--- src/rtl/mem_port_arbiter.sv ---
// Two-requester round-robin arbiter for one shared memory port, with
// per-transaction timeout abort and registered completion/err pulses.
module mem_port_arbiter #(
  parameter int unsigned TIMEOUT = 16
) (
  input  logic        i_clk,
  input  logic        i_rst_n,
  input  logic        i_reqA,
  input  logic [31:0] i_addrA,
  input  logic [31:0] i_wdataA,
  input  logic        i_weA,
  input  logic        i_reqB,
  input  logic [31:0] i_addrB,
  input  logic [31:0] i_wdataB,
  input  logic        i_weB,
  input  logic        i_mem_ready,
  input  logic [31:0] i_mem_rdata,
  output logic        o_mem_valid,
  output logic [31:0] o_mem_addr,
  output logic [31:0] o_mem_wdata,
  output logic        o_mem_we,
  output logic        o_sel,
  output logic        o_doneA,
  output logic        o_doneB,
  output logic [31:0] o_rdata,
  output logic        o_err
);

  typedef enum logic [1:0] {IDLE, SERVE_A, SERVE_B} state_t;

  localparam logic [7:0] LIMIT = 8'(TIMEOUT - 1);

  state_t      r_state;
  state_t      w_next;
  logic        r_lastB;
  logic [7:0]  r_cnt;
  logic [31:0] r_addr;
  logic [31:0] r_wdata;
  logic        r_we;
  logic        r_sel;
  logic        r_doneA;
  logic        r_doneB;
  logic        r_err;
  logic [31:0] r_rdata;

  logic w_serving;
  logic w_finish;
  logic w_abort;
  logic w_grantA;
  logic w_grantB;

  // On a tie the requester that was not served last wins.
  assign w_grantA  = i_reqA & (~i_reqB | r_lastB);
  assign w_grantB  = i_reqB & (~i_reqA | ~r_lastB);
  assign w_serving = (r_state != IDLE);
  assign w_finish  = w_serving & i_mem_ready;
  assign w_abort   = w_serving & ~i_mem_ready & (r_cnt == LIMIT);

  always_ff @(posedge i_clk or negedge i_rst_n) begin
    if (!i_rst_n) r_state <= IDLE;
    else          r_state <= w_next;
  end

  always_comb begin
    w_next = r_state;
    case (r_state)
      IDLE: begin
        if (w_grantA)      w_next = SERVE_A;
        else if (w_grantB) w_next = SERVE_B;
      end
      SERVE_A, SERVE_B: begin
        if (w_finish || w_abort) w_next = IDLE;
      end
      default: w_next = IDLE;
    endcase
  end

  always_ff @(posedge i_clk or negedge i_rst_n) begin
    if (!i_rst_n) begin
      r_lastB <= 1'b1;
      r_cnt   <= 8'd0;
      r_addr  <= 32'd0;
      r_wdata <= 32'd0;
      r_we    <= 1'b0;
      r_sel   <= 1'b0;
      r_doneA <= 1'b0;
      r_doneB <= 1'b0;
      r_err   <= 1'b0;
      r_rdata <= 32'd0;
    end else begin
      r_doneA <= w_finish & (r_state == SERVE_A);
      r_doneB <= w_finish & (r_state == SERVE_B);
      r_err   <= w_abort;
      if (r_state == IDLE) begin
        r_cnt <= 8'd0;
        if (w_grantA) begin
          r_addr  <= i_addrA;
          r_wdata <= i_wdataA;
          r_we    <= i_weA;
          r_sel   <= 1'b0;
        end else if (w_grantB) begin
          r_addr  <= i_addrB;
          r_wdata <= i_wdataB;
          r_we    <= i_weB;
          r_sel   <= 1'b1;
        end
      end else begin
        if (!i_mem_ready) r_cnt <= r_cnt + 8'd1;
        if (w_finish || w_abort) r_lastB <= (r_state == SERVE_B);
        if (w_finish && !r_we) r_rdata <= i_mem_rdata;
      end
    end
  end

  assign o_mem_valid = w_serving;
  assign o_mem_addr  = r_addr;
  assign o_mem_wdata = r_wdata;
  assign o_mem_we    = r_we;
  assign o_sel       = r_sel;
  assign o_doneA     = r_doneA;
  assign o_doneB     = r_doneB;
  assign o_err       = r_err;
  assign o_rdata     = r_rdata;

endmodule

--- config.mk ---
export PLATFORM = sky130hd
export DESIGN_NAME = mem_port_arbiter
export DESIGN_NICKNAME = d
export VERILOG_FILES = /design/src/rtl/mem_port_arbiter.sv
export SDC_FILE = /design/constraint.sdc
export NUM_CORES = 1
export LEC_CHECK = 0
export ABC_AREA = 1
export BUFFER_PORTS_ARGS = -buffer_cell sky130_fd_sc_hd__buf_2
export CAP_MARGIN = 10
export CORE_MARGIN = 4
export CORE_UTILIZATION = 40
export DETAILED_ROUTE_END_ITERATION = 6
export PLACE_DENSITY_LB_ADDON = 0.12
export SLEW_MARGIN = 5
export SYNTH_ARGS = -nofsm -noshare
export SYNTH_HDL_FRONTEND = slang
export SYNTH_SLANG_ARGS = --single-unit
--- constraint.sdc ---
create_clock -name i_clk -period 3.2 [get_ports i_clk]
set_input_delay 0.48 -clock i_clk [delete_from_list [all_inputs] [get_ports i_clk]]
set_output_delay 0.48 -clock i_clk [all_outputs]
set_load 0.02 [all_outputs]
# == Word-level counts from Yosys, hierarchy flattened ==
# Cells that the tools add are included.
# word_totals
regBits,112
input_bits,167
out_inout_bits,102
word_cells,57
# op_classes
addsub,1
n_eq_ne,6
mux,14
bitwise_logic,14
reduce_logical,11
# op_table
op,count
32-bit 2-to-1 mux,4
8-bit 2-to-1 mux,2
"8-bit by 1-bit adder with 8-bit output, second input constant",1
"8-bit by 4-bit equality test with 1-bit output, second input constant",1
2-bit AND reduction,4
1-bit bitwise AND,7
2-bit 2-to-1 mux,3
1-bit inverter,5
1-bit 2-to-1 mux,4
2-bit one-hot mux with 2 select lines,1
2-bit nonzero test,2
"3-bit != test, second input constant",1
"2-bit by 1-bit equality test with 1-bit output, second input constant",1
"2-bit equality test, second input constant",1
2-bit logical NOT,1
"2-bit by 1-bit != test with 1-bit output, second input constant",1
"2-bit != test, second input constant",1
1-bit OR,2
2-bit OR reduction,1
1-bit logical AND,1
1-bit logical NOT,1
1-bit logical OR,1

# == Depth between registers and ports, before layout ==
# depth
depth_word,6
ltp_mapped,9

# == Worst setup path before layout ==
# OpenSTA, ideal clock, no wires.
# synth_timing
path_kind,reg-to-reg
from,reg r_state[0]
to,"reg r_addr[26], in the netlist o_mem_addr[26]"
t_arrival_ns,1.490
required_ns,3.079
setup_slack_ns,1.589
stages_incl_launch_ff,8
n_path_buf,2
synth_period_minus_slack_ns,1.611
cell_sequence,dfrtp_1 -> inv_1 -> ha_1 -> inv_2 -> o21ai_2 -> buf_4 -> buf_4 -> a21oi_2
# synth_between
elab_chain_len,2
# synth_rtl
item,line,source
from (decl),33,state_t r_state;
from (signal assigned),61,else r_state <= w_next;
2-bit logical NOT,94,if (r_state == IDLE) begin
2-bit AND reduction (no source line),n/a,
to (signal assigned),97,r_addr <= i_addrA;
to (signal assigned),102,r_addr <= i_addrB;
to (decl),37,logic [31:0] r_addr;
# Every way passes these cells.
# A chain may end at the register's enable or synchronous reset.

# == Final worst setup path ==
# layout_timing
from,reg r_state[0]
to,"reg r_rdata[1], in the netlist o_rdata[1]"
# layout_between
elab_chain_len,4
word_cells_on_any_way,6
cone_classes,bitwise (2); reduce/logical (4)
# layout_rtl
item,line,source
2-bit nonzero test,55,assign w_serving = (r_state != IDLE);
1-bit bitwise AND,56,assign w_finish = w_serving & i_mem_ready;
1-bit logical AND,110,if (w_finish && !r_we) r_rdata <= i_mem_rdata;
2-bit AND reduction (no source line) *,n/a,
to (signal assigned),110,
to (decl),44,logic [31:0] r_rdata;
# Every way passes the cells marked *; elsewhere a longest branch is shown, timed or not.

==> key figures <==
Finish
  – Final nets: 1000
  – Final std cells w/o fill: 1010
  – Register area: about 0.0028 mm^2
  – Most frequent cells in the layout: buf_2 (267), dfrtp_1 (111), nand2_1 (87)
  – Area of the multi-input gates: 0.00212 mm^2
  – Antenna Diode Count: 0
  – Layout Area Growth over Synthesis: 31.5%
  – Share of cells above drive strength 1: 0.424
  – Filler cells: 1271
  – Most common cell after layout, fill and taps aside: buf_2

Yosys
  – Post-synth EDFFs: 0
  – Ys async rst share: 1.00
  – Mapped Cells: 577
  – #FFs+latches synth: 112
  – Yosys warning total: 0
  – Ys flop type: dfrtp_1
  – Syn_nets: 748
  – Sequential area share after synthesis: 0.516
  – Mapped cell area: 0.00543 mm^2
  – Post-Syn Area per Cell: approximately 9.4 um^2
  – Netlist cell types: 27

STA
  – Max Slew Vio Count: 0
  – Max Fclk: 480 MHz
  – Final WS setup: 1.12 ns
  – Final period util: 0.651
  – Period minus WS final: 2.08 ns
  – Hold Fails Final Rpt: 0
  – Final setup vio count: 0
  – Final TNS setup: 0 ns
  – Worst-Margin Slew: a little over 0.8 ns
  – Worst Skew: 0.00636 ns
  – Rel. slew slack: 0.453
  – Unrepaired setup endpoints after global routing: false

Floorplan
  – Core ar.: 0.0133 mm^2
  – Die width: ~120 um
  – Die area: 0.0155 mm^2
  – Initial Utilization: 0.409
  – Num ports: between 200 and 300
  – DIE HEIGHT: 125 um
  – Row cnt: 42

Setup path
  – Worst path cell trace: inv_1 -> ha_1 -> nor2_1 -> nand2_2 -> mux2_1
  – Critical path launch point type: flip-flop
  – Buf+Inv Stages, Crit Path: 1
  – WP data required: 3.41 ns
  – CP Data Arrival Time: ~2.3 ns
  – CP max-delay cell: mux2_1
  – Crit. path cell count: 5
  – Crit path max-delay family: simple AND/OR/NAND/NOR gates
  – Slowest stage delay, CP: 0.50 ns
  – Crit path max fanout: 32
  – CP Capture Type: flip-flop
  – R2R depth: 5
  – FF-to-FF setup slack: ~1.1 ns
  – Setup Crit Path Kind: flip-flop to flip-flop

Routing
  – Number of vias per cell: 4.48
  – WL final: 13200 um
  – 1st-pass router iterations: 4
  – DRT iter0 DRCs: 135
  – DRC: 0
  – Post-route antenna net violation count: 0
  – Routed len/inst: between 10 and 15 um
  – Vias: 4529

Clock tree
  – Resized Gates After CTS: 0
  – Cts hold-fix bufs: 0
  – CTS tree: built
  – Reg clk slew, reported paths: 0.07 ns
  – Clock Tree Root: clkbuf_16
  – CTS Buf Count: 9
  – # H-tree levels: 3
  – Clock tree buffer depth: 2
  – # clock sinks: 112
  – Skew-Pair Late Insertion Delay: 0.34 ns
  – Post-CTS Setup Bufs: 0

Power and ir drop
  – IR drop worst, VDD: 388 uV
  – Total power: 6830 uW
  – Leakage power: 0.00373 uW
  – Pwr dens: between 900 and 1000 mW/mm^2

Global route
  – Largest net degree at the start of global routing: 133
  – Vias in the first global route: 4541
  – Gr ovfl total: 0
  – Initial antenna violation count: 0
  – First-pass GRT wire length: 21900 um
  – GRT Util Overall: 0.171

Flow run
  – Max-Cap Viols: 0

Hold path
  – HP Class: input pin to async pin

Place
  – Pre-CTS setup slack: 1.11 ns
  – Placed Cells: 994
  – Port bufs: 268
  – Post-DP HPWL: 10200 um
  – Routability Congestion: around 0.85

Status
  – Status: complete, no violations
[report_power, final]
part / switching, uW / leakage (uW) / internal, uW / total, uW
clock network: 495 / 0.000149 / 631 / 1130
registers: 340 / 0.00131 / 2090 / 2430
logic: 2070 / 0.00227 / 1200 / 3280
total: 2910 / 0.00373 / 3920 / 6830
[final cells by class]
type                       instances  share of cell area
inverter                          79              0.0415
sequential                       112               0.393
clock buffer                      10              0.0335
timing repair buffer             272               0.196
multi-input combinational        355               0.297
tap                              176              0.0308
clock inverter                     6             0.00911
[kinds of logic (layout without fill, tap and decap cells)]
family / count (synthesis) / after routing / share of synthesized area
AOI/OAI and AO/OA: 142 / 142 / 0.188
muxes: 32 / 32 / 0.0663
DFF: 112 / 112 / 0.516
and+or+nand+nor: 177 / 177 / 0.126
adders and majority gates: 4 / 4 / 0.00921
buffers and inverters: 110 / 367 / 0.0949
[flip-flops by register name (all words and copies together), names as in the netlist]
register	flops
o_mem_addr	32
o_mem_wdata	32
o_rdata	32
r_cnt	8
r_state	2
o_doneA	1
o_doneB	1
o_err	1
o_mem_we	1
o_sel	1
r_lastB	1
[synthesized netlist by cell type (all sizes together), types with 3 or more instances]
| cell type | instances | area [um^2] |
|---|---|---|
| a21oi | 69 | 473 |
| buf | 26 | 200 |
| clkbuf | 5 | 18.8 |
| dfrtp | 111 | 2780 |
| ha | 4 | 50.1 |
| inv | 79 | 297 |
| mux2 | 32 | 360 |
| nand2 | 88 | 333 |
| nand3 | 3 | 15.0 |
| nor2 | 82 | 308 |
| o21a | 64 | 480 |
| o21ai | 7 | 50.1 |
[worst register-to-register path, stage by stage (launching register included)]
cell and delay [ns]:
dfrtp_1 0.38, inv_1 0.07, ha_1 0.29, nor2_1 0.26, nand2_2 0.46, mux2_1 0.50
[path summary, 6_finish.rpt]
| check | start | end |
|---|---|---|
| max | r_state[0]$_DFFE_PN0P_ | o_rdata[1]$_DFFE_PN0P_ |
| min | i_rst_n | o_rdata[10]$_DFFE_PN0P_ |
| min in group i_clk | i_mem_rdata[7] | o_rdata[7]$_DFFE_PN0P_ |
| max in group asynchronous | i_rst_n | o_rdata[14]$_DFFE_PN0P_ |
| max reg2reg | r_state[0]$_DFFE_PN0P_ | o_rdata[1]$_DFFE_PN0P_ |
| min reg2reg | o_rdata[7]$_DFFE_PN0P_ | o_rdata[7]$_DFFE_PN0P_ |
[through the flow]
stage | utilization | area, um^2 | hold WS [ns]
2_1_floorplan | - | 5430 | 0.184
3_3_place_gp | 0.514 | 6840 | 0.470
3_5_place_dp | 0.514 | 6840 | 0.483
4_1_cts | 0.537 | 7140 | 0.266
5_1_grt | 0.537 | 7140 | 0.291
6_report | 0.537 | 7140 | 0.226
[layer usage]
metal	vias to the layer above	GRT usage	share of wire
met5	-	0	0
met4	0	0.0632	0.021
met3	20	0.0566	0.087
met2	189	0.280	0.47
met1	1985	0.211	0.42
li1	2335	-	-
Note: power is estimated with default switching activity, not from simulation.
